==> src/rtl/sp_mem_req_bridge.sv <==
// Valid/ready request front end for the sp_mem BRAM wrapper: issues RAM strobes,
// tracks read latency and returns read data in order through a credit-protected FIFO.
// Optional power-on clear sweep: define SP_MEM_REQ_BRIDGE_CLEAR_EN.
module sp_mem_req_bridge #(
  parameter int NB_COL       = 2,
  parameter int COL_WIDTH    = 8,
  parameter int ADDR_W       = 10,
  parameter int READ_LATENCY = 2,
  parameter int FIFO_DEPTH   = 4
) (
  input  logic                          clka,
  input  logic                          rsta,
  input  logic                          req_valid,
  output logic                          req_ready,
  input  logic [ADDR_W-1:0]             req_addr,
  input  logic [NB_COL-1:0]             req_we,
  input  logic [NB_COL*COL_WIDTH-1:0]   req_wdata,
  output logic                          rsp_valid,
  input  logic                          rsp_ready,
  output logic [NB_COL*COL_WIDTH-1:0]   rsp_rdata,
  output logic [ADDR_W-1:0]             ram_addra,
  output logic [NB_COL*COL_WIDTH-1:0]   ram_dina,
  output logic [NB_COL-1:0]             ram_wea,
  output logic                          ram_ena,
  output logic                          ram_regcea,
  input  logic [NB_COL*COL_WIDTH-1:0]   ram_douta,
  output logic                          busy
);
  localparam int DW = NB_COL*COL_WIDTH;
  localparam int PW = (FIFO_DEPTH > 1) ? $clog2(FIFO_DEPTH) : 1;
  localparam int CW = $clog2(FIFO_DEPTH+1);
  localparam logic [PW-1:0] P_ONE  = PW'(1);
  localparam logic [PW-1:0] P_LAST = PW'(FIFO_DEPTH-1);
  localparam logic [CW-1:0] C_ONE  = CW'(1);
  localparam logic [CW-1:0] C_FULL = CW'(FIFO_DEPTH);

  logic                    run, clearing, acc, rd_acc, credit, push, pop;
  logic [READ_LATENCY:1]   vld_pipe;
  logic [CW:0]             in_flight, used;
  logic [CW-1:0]           count;
  logic [PW-1:0]           wr_ptr, rd_ptr;
  logic [DW-1:0]           mem [FIFO_DEPTH];

`ifdef SP_MEM_REQ_BRIDGE_CLEAR_EN
  typedef enum logic {S_CLEAR, S_RUN} state_t;
  localparam logic [ADDR_W-1:0] A_ONE = ADDR_W'(1);
  state_t            state, state_nxt;
  logic [ADDR_W-1:0] clr_addr;

  always_ff @(posedge clka) begin
    if (rsta) begin
      state    <= S_CLEAR;
      clr_addr <= '0;
    end else begin
      state <= state_nxt;
      if (state == S_CLEAR) clr_addr <= clr_addr + A_ONE;
    end
  end

  always_comb begin
    state_nxt = state;
    if (state == S_CLEAR && (&clr_addr)) state_nxt = S_RUN;
  end

  assign run      = (state == S_RUN);
  assign clearing = (state == S_CLEAR);
`else
  assign run      = 1'b1;
  assign clearing = 1'b0;
`endif

  // Credits cover both words still inside the RAM pipeline and words already buffered.
  always_comb begin
    in_flight = '0;
    for (int s = 1; s <= READ_LATENCY; s++) in_flight = in_flight + (CW+1)'(vld_pipe[s]);
  end
  assign used   = in_flight + {1'b0, count};
  assign credit = used < (CW+1)'(FIFO_DEPTH);

  assign req_ready = !rsta && run && (credit || (|req_we));
  assign acc       = req_valid && req_ready;
  assign rd_acc    = acc && !(|req_we);

  always_comb begin
    ram_ena   = 1'b0;
    ram_wea   = '0;
    ram_addra = '0;
    ram_dina  = '0;
    if (acc) begin
      ram_ena   = 1'b1;
      ram_wea   = req_we;
      ram_addra = req_addr;
      ram_dina  = req_wdata;
    end
`ifdef SP_MEM_REQ_BRIDGE_CLEAR_EN
    else if (clearing && !rsta) begin
      ram_ena   = 1'b1;
      ram_wea   = '1;
      ram_addra = clr_addr;
    end
`endif
  end

  always_ff @(posedge clka) begin
    if (rsta) vld_pipe <= '0;
    else begin
      vld_pipe[1] <= rd_acc;
      for (int s = 2; s <= READ_LATENCY; s++) vld_pipe[s] <= vld_pipe[s-1];
    end
  end

  assign ram_regcea = !rsta && vld_pipe[1];
  assign push       = vld_pipe[READ_LATENCY];
  assign pop        = rsp_valid && rsp_ready;

  function automatic logic [PW-1:0] ptr_inc(input logic [PW-1:0] p);
    return (p == P_LAST) ? '0 : p + P_ONE;
  endfunction

  always_ff @(posedge clka) begin
    if (rsta) begin
      wr_ptr <= '0;
      rd_ptr <= '0;
      count  <= '0;
    end else begin
      if (push) wr_ptr <= ptr_inc(wr_ptr);
      if (pop)  rd_ptr <= ptr_inc(rd_ptr);
      case ({push, pop})
        2'b10:   count <= count + C_ONE;
        2'b01:   count <= count - C_ONE;
        default: ;
      endcase
    end
  end

  always_ff @(posedge clka) begin
    if (push && !rsta) mem[wr_ptr] <= ram_douta;
  end

  assign rsp_valid = (count != '0);
  assign rsp_rdata = rsp_valid ? mem[rd_ptr] : '0;
  assign busy      = !rsta && ((|vld_pipe) || rsp_valid || clearing);

  // The credit check must make an overflowing push impossible.
  a_no_overflow: assert property (@(posedge clka) disable iff (rsta) !(push && !pop && count == C_FULL));
endmodule
==> config.mk <==
export PLATFORM = sky130hd
export DESIGN_NAME = sp_mem_req_bridge
export DESIGN_NICKNAME = d
export VERILOG_FILES = /design/src/rtl/sp_mem_req_bridge.sv
export SDC_FILE = /design/constraint.sdc
export NUM_CORES = 1
export LEC_CHECK = 0
export BUFFER_PORTS_ARGS = -buffer_cell sky130_fd_sc_hd__clkbuf_2
export CAP_MARGIN = 40
export CORE_UTILIZATION = 40
export DETAILED_ROUTE_END_ITERATION = 6
export HOLD_SLACK_MARGIN = 0.08
export RECOVER_POWER = 25
export SLEW_MARGIN = 40
export SYNTH_ARGS = -nofsm -noshare
export SYNTH_HDL_FRONTEND = slang
export SYNTH_SLANG_ARGS = --single-unit
export TNS_END_PERCENT = 5
==> constraint.sdc <==
create_clock -name clka -period 2 [get_ports clka]
set_input_delay 0 -clock clka [delete_from_list [all_inputs] [get_ports clka]]
set_output_delay 0 -clock clka [all_outputs]
set_load 0.02 [all_outputs]
==> metrics.md, run 1 <==
| Metric | Value |
|---|---|
| Crit path DAT | 1.92 ns |
| Pwr Total | 3.24 mW |
| CTS max path bufs | 2 |
| Final Util | 56.5% |
| Hold crit path type | in -> reg |
| Via/cell ratio | 4.69 |
| I/O pins | 97 |
| Routed wire length | 6.46 mm |
| Layout overhead on the synthesized area | 35.3% |
| Critical path type | reg -> out |
| Peak per-stage delay on the critical path | 0.52 ns |
| P_sw | 0.721 mW |
| Nature of the critical path startpoint | register |
| Critical Path Sink Type | output pin |
| Fin area | 4410 um2 |
| Clk sink count | 75 |
| Part of the power in the clock network | 36.3% |
| Core area | 7810 um2 |
| Reg2Reg Depth | 8 |
| Internal power | 2.51 mW |
| RSZ-0062 raised after global routing | no |
| First-pass GRT wire length | 10.2 mm |
| Dpl hpwl | 4.32 mm |
| Hold wc startpoint | rsp_ready |
| Switching share of power | 22.3% |
| Total CTS buffers | 9 |
| Slew @ Worst Pin | 0.558 ns |
| Fmax | 521 MHz |
| Initial detailed-routing violation count | 37 |
| Cells after Synth | 198 |
| Cell Chain, Critical Path | ha_4, a211oi_4, o41a_4, and2_1, clkbuf_2 |
| Yosys warns | 0 |
| Post-synthesis register bit count | 75 |
| Vias in the first global route | 2040 |
| Clock-pin slew on the worst setup and hold paths | 0.07 ns |
| Chip Height | 92.3 um |
| Final Hold Slack | 0.139 ns |
| Maximum VDD drop | 0.337 mV |
| Syn Nets | 254 |
| Sequential element share of the synthesized area | 65.7% |
| Final nets | 389 |
| Outcome | finished, final reports clean |
| PD cells | 733 nW/um2 |
| Largest net degree at the start of global routing | 17 |
| Skew-Pair Late Insertion Delay | 0.34 ns |
| WP buf/inv | 1 |
| RD Place Congestion | 0.713 |
| GRT Overall Usage | 16.2% |
| Top Family by Delay on Critical Path | compound AO/OA/AOI/OAI gates |
| Setup TNS Final | 0 ns |
| Layout cells sized above 1 | 46.7% |
| Max_slew headroom | 62.7% |
| Worst Clk Skew | 0.00644 ns |
| Setup violators final | 0 |
| R2R Path End | count[2] |
| Wire length per cell | 14.7 um |
| Vias | 2065 |
| Mapped Avg Cell Area | 16.5 um2 |
| Comb power frac | 10.9% |
| Count of cell types in the netlist | 28 |
| Worst hold path endpoint | rd_ptr[0] |
| R2r setup slk | 0.17 ns |
| Detail Route Antenna Nets | 0 |
| Die ar. | 8520 um2 |
| Final hold vios | 0 |
| PortBufs | 96 |
| # rows | 32 |
| ANT cells | 0 |
| Worst Path Max Fanout | 7 |
| Period utilisation layout | 96.0% |
| Slowest CP cell | o41a_4 |
| H-tree depth | 3 |
| Drt pass-1 iters | 4 |
| Post-CTS setup buffers | 0 |
| Synthesized area | 3260 um2 |
| Gr ovfl total | 0 |
| Tmin final | 1.92 ns |
| Sequential power share | 52.9% |
| R2R Path Start | count[0] |
| CTS tree | yes |
| Pleak | 1.70 nW |
| Drt drc | 0 |
| Final slew viol count | 0 |
| Root Driver | clkbuf_8 |
| Post-DP Area | 3950 um2 |
| Hold Crit Depth | 5 |
| Initial antenna violation count | 0 |
| Chip Width | 92.3 um |
| Max Cap Viol | 0 |
| Required @ worst endpoint | 2.00 ns |
| Initial Utilization | 41.8% |
[synth_stat cells, drive strengths merged]
cell    count  area share, %
a211oi      1           0.23
nor3b       1           0.23
a21oi       6           0.92
mux4       16             11
o31ai       1           0.23
nor4        1           0.19
mux2i       2           0.61
inv         8           0.92
fa          1           0.61
nand2       1           0.11
buf         5            1.3
or3         2           0.38
clkbuf      3           0.35
nor3        2           0.46
xor2        2           0.54
dfxtp      11            6.8
nor2       10            1.2
ha          7            2.7
o211a       1           0.31
o41a        1           0.65
and2       32            7.6
edfxtp     64             59
o21ai       1           0.15
nor2b      19            3.6
[cell type report]
type	count	area (um2)
multi-input combinational	110	1120
tap	102	128
clock inverter	4	50.0
fill	656	3390
sequential	75	2150
timing repair buffer	129	785
clock buffer	12	155
inverter	8	30.0
[cells in the final DEF (no fill, tap or decap), types with 2 or more instances in the layout]
cell type	Yosys	final
dfxtp_1	11	8
dfxtp_2	0	3
clkbuf_1	3	14
clkbuf_8	0	11
mux4_2	16	16
buf_4	2	12
o41a_4	1	3
and2_1	13	13
clkbuf_2	0	83
a21oi_1	6	6
nor2_1	10	10
mux2i_1	2	2
ha_1	7	6
edfxtp_1	64	64
and2_4	19	19
nor2b_1	19	19
clkinvlp_4	0	2
buf_12	0	2
inv_1	8	8
xor2_1	2	2
or3_1	2	2
dlygate4sd3_1	0	19
[registers in the layout (all words and copies together), names as in the netlist, named ones only]
name	count
rd_ptr	2
count	3
wr_ptr	2
mem	64
vld_pipe	2
[stage by stage]
stage	worst slack, ns	cells
5_1_grt	0.00407	440
4_1_cts	0.00578	439
6_report	0.0804	440
3_3_place_gp	0.204	402
3_5_place_dp	0.139	402
2_1_floorplan	0.180	198
[tightest hold or removal path, stage by stage]
cell and delay (ns):
clkbuf_2 0.10, o31ai_2 0.07, buf_4 0.14, nand2_1 0.06
a21oi_1 0.07
[cells by family after synthesis]
kind of cell / count (synthesis) / synth area share (%)
XOR/XNOR: 2 / 0.537
AO/OA/AOI/OAI: 11 / 2.49
AND/OR/NAND/NOR: 68 / 13.8
flip-flops: 75 / 65.7
multiplexers: 18 / 11.7
buffers and inverters: 16 / 2.57
adder cells (fa/ha/maj): 8 / 3.30
[power groups by stage]
stage / clock network [mW] / registers [mW] / logic (mW)
detailed placement: 0 / 1.74 / 0.316
floorplan: 0 / 1.74 / 0.186
global route: 1.26 / 1.71 / 0.385
finish: 1.17 / 1.71 / 0.352
CTS: 1.21 / 1.71 / 0.358
global placement: 0 / 1.74 / 0.313
[per-layer routing]
layer,wire length (um),up-vias,global-route usage (%)
li1,-,1011,-
met1,2780,973,20.4
met2,3280,74,26.4
met3,288,7,3.78
met4,116,0,7.94
met5,0,-,0
[repair_timing]
action,CTS,global route
cloned,2,1
setup endpoints to repair,27,27
hold buffers,19,0
resized for setup,5,4
endpoints found under the hold margin,75,0
pin swaps,1,2
[worst max-delay path by stage]
stage | from | end | slack [ns] | cells after the start
floorplan | count[2] | count[2] | 0.18 | 8
CTS | count[0] | ram_dina[9] | 0.006 | 5
global route | count[0] | ram_dina[15] | 0.004 | 5
detailed placement | count[0] | count[2] | 0.14 | 8
global placement | count[0] | count[2] | 0.20 | 8
finish | count[0] | ram_dina[15] | 0.08 | 5
Power figures use the tool's default switching activity.
==> run 2, diff against run 1 <==
--- a/config.mk
+++ b/config.mk
@@ -7,9 +7,10 @@
 export LEC_CHECK = 0
 export BUFFER_PORTS_ARGS = -buffer_cell sky130_fd_sc_hd__clkbuf_2
 export CAP_MARGIN = 40
-export CORE_UTILIZATION = 40
+export CORE_UTILIZATION = 50
 export DETAILED_ROUTE_END_ITERATION = 6
 export HOLD_SLACK_MARGIN = 0.08
+export PLACE_DENSITY = 0.78
 export RECOVER_POWER = 25
 export SLEW_MARGIN = 40
 export SYNTH_ARGS = -nofsm -noshare
==> metrics.md, run 2 (same netlist as run 1, synthesis figures left out) <==
| Metric | Value |
|---|---|
| Clock-pin slew on the worst setup and hold paths | 0.07 ns (about the same) |
| Via/cell ratio | 5.12 (+9.1%) |
| Cell Chain, Critical Path | ha_4, a211oi_4, o41a_4, and2_4, clkbuf_2 |
| Drt drc | 0 (unchanged) |
| Initial Utilization | 51.7% (+9.9 points) |
| I/O pins | 97 (unchanged) |
| Area of the multi-input gates | 1110 um2 (-1.3%) |
| Vias in the first global route | 2049 (+0.44%) |
| Final Util | 68.3% (+12 points) |
| Total CTS buffers | 9 (unchanged) |
| Tmin final | 1.93 ns (+0.0103 ns) |
| Setup violators final | 0 (unchanged) |
| Commonest non-fill, non-tap cell in the layout | clkbuf_2 |
| Layout cells sized above 1 | 45.9% (-0.82 points) |
| PortBufs | 96 (unchanged) |
| Critical path type | reg -> out |
| First-pass GRT wire length | 9.94 mm (-2.3%) |
| Core area | 6310 um2 (-19%) |
| Max_slew headroom | 71.5% (+8.8 points) |
| Crit path DAT | 1.93 ns (about the same) |
| Required @ worst endpoint | 2.00 ns (about the same) |
| Dpl hpwl | 4.05 mm (-6.2%) |
| Layout overhead on the synthesized area | 32.2% |
| Fmax | 518 MHz (-0.53%) |
| Initial detailed-routing violation count | 56 (+51%) |
| Drt pass-1 iters | 4 (unchanged) |
| Regs by FF count | mem (64), count (3) |
| Setup TNS Final | 0 ns (unchanged) |
| Routed wire length | 6.55 mm (+1.3%) |
| Register name with the most flops | mem |
| # rows | 29 (-9.4%) |
| Pleak | 1.67 nW (-1.8%) |
| RSZ-0062 raised after global routing | no |
| Chip Width | 82.8 um (-10%) |
| Number of flip-flops in the largest register | 64 (unchanged) |
| Root Driver | clkbuf_8 |
| Max Cap Viol | 0 (unchanged) |
| Nature of the critical path startpoint | register |
| WP buf/inv | 1 (unchanged) |
| Sequential Area | 2150 um2 (+0.17%) |
| Wire length per cell | 16.1 um (+9.3%) |
| Post-CTS setup buffers | 0 (unchanged) |
| PD cells | 765 nW/um2 (+4.4%) |
| Die ar. | 6850 um2 (-20%) |
| Fill count | 455 (-31%) |
| Period utilisation layout | 96.5% (+0.51 points) |
| Skew-Pair Late Insertion Delay | 0.33 ns (about the same) |
| Final slew viol count | 0 (unchanged) |
| Chip Height | 82.8 um (-10%) |
| Critical Path Sink Type | output pin |
| Peak per-stage delay on the critical path | 0.53 ns (about the same) |
| H-tree depth | 3 (unchanged) |
| Vias | 2090 (+1.2%) |
| Initial antenna violation count | 0 (unchanged) |
| CTS max path bufs | 2 (unchanged) |
| Largest net degree at the start of global routing | 19 (+2) |
| Gr ovfl total | 0 (unchanged) |
| GRT Overall Usage | 20.7% (+4.5 points) |
| ANT cells | 0 (unchanged) |
| CTS tree | yes |
| Top Family by Delay on Critical Path | compound AO/OA/AOI/OAI gates |
| Leading cell types in the layout, fill and taps excluded | clkbuf_2 (82), edfxtp_1 (64), and2_4 (19), dlygate4sd3_1 (19), nor2b_1 (18) |
| Final nets | 382 (-1.8%) |
| Clk sink count | 75 (unchanged) |
| Maximum VDD drop | 0.487 mV (+45%) |
| Slowest CP cell | o41a_4 |
| Final hold vios | 0 (unchanged) |
| Worst Path Max Fanout | 7 (unchanged) |
| Worst Clk Skew | 0.00581 ns (-0.000622 ns) |
| RD Place Congestion | 0.728 (+2.2%) |
| Slew @ Worst Pin | 0.426 ns (-0.133 ns) |
| Detail Route Antenna Nets | 0 (unchanged) |
| Outcome | finished, final reports clean |
| Hold crit path type | in -> reg |
run 2: final cells by class:
class	instances	area share (%)
Clock buffer	10	2.96
Sequential cell	75	49.8
Tap cell	77	2.23
Clock inverter	6	2.06
Timing Repair Buffer	123	16.6
Multi-Input combinational cell	109	25.6
Inverter	8	0.696
run 2: layer usage:
layer	GRT usage (%)	wire length (um)	share of wire, %	vias up
li1	-	-	-	992
met1	26.9	2850	44	1022
met2	33.6	3360	51	68
met3	3.72	255	3.9	8
met4	10.3	84	1.3	0
met5	0	0	0	-
run 2: final timing paths:
kind,from,to,slack (ns),depth (start not counted)
setup / recovery,count[0],ram_dina[8],0.07,5
hold / removal,req_valid,vld_pipe[1],0.13,3
setup reg to reg,count[2],count[2],0.10,8
hold reg to reg,rd_ptr[0],rd_ptr[0],0.51,2
run 2: timing repair:
item	CTS	global route
setup endpoints to repair	27	27
resized for setup	7	5
pin swaps	1	2
hold buffers	19	0
hold endpoints to repair	75	0
cloned	2	0
run 2: where the power goes:
part	total (mW)	internal (mW)	leakage [nW]	switching (mW)
logic	0.346	0.163	0.903	0.183
registers	1.71	1.70	0.666	0.00872
clock network	1.24	0.705	0.103	0.539
total	3.30	2.57	1.67	0.730
run 2: through the flow:
stage | instance area [um2] | power [mW] | instances | hold slack [ns] | worst slack, ns
finish | 4310 | 3.30 | 408 | 0.127 | 0.0701
global route | 4310 | 3.42 | 408 | 0.128 | 0.00502
CTS | 4320 | 3.32 | 408 | 0.151 | 0.0259
detailed placement | 3840 | 2.05 | 371 | 0.221 | 0.0723
global placement | 3840 | 2.04 | 371 | 0.219 | 0.164
floorplan | 3260 | 1.93 | 198 | 0.0716 | 0.180
run 2: tightest hold or removal path: cells and delay by family:
family,cells,cell delay (ns)
and+or+nand+nor,1,0.20
AOI/OAI and AO/OA,1,0.14
buffers and inverters,1,0.08
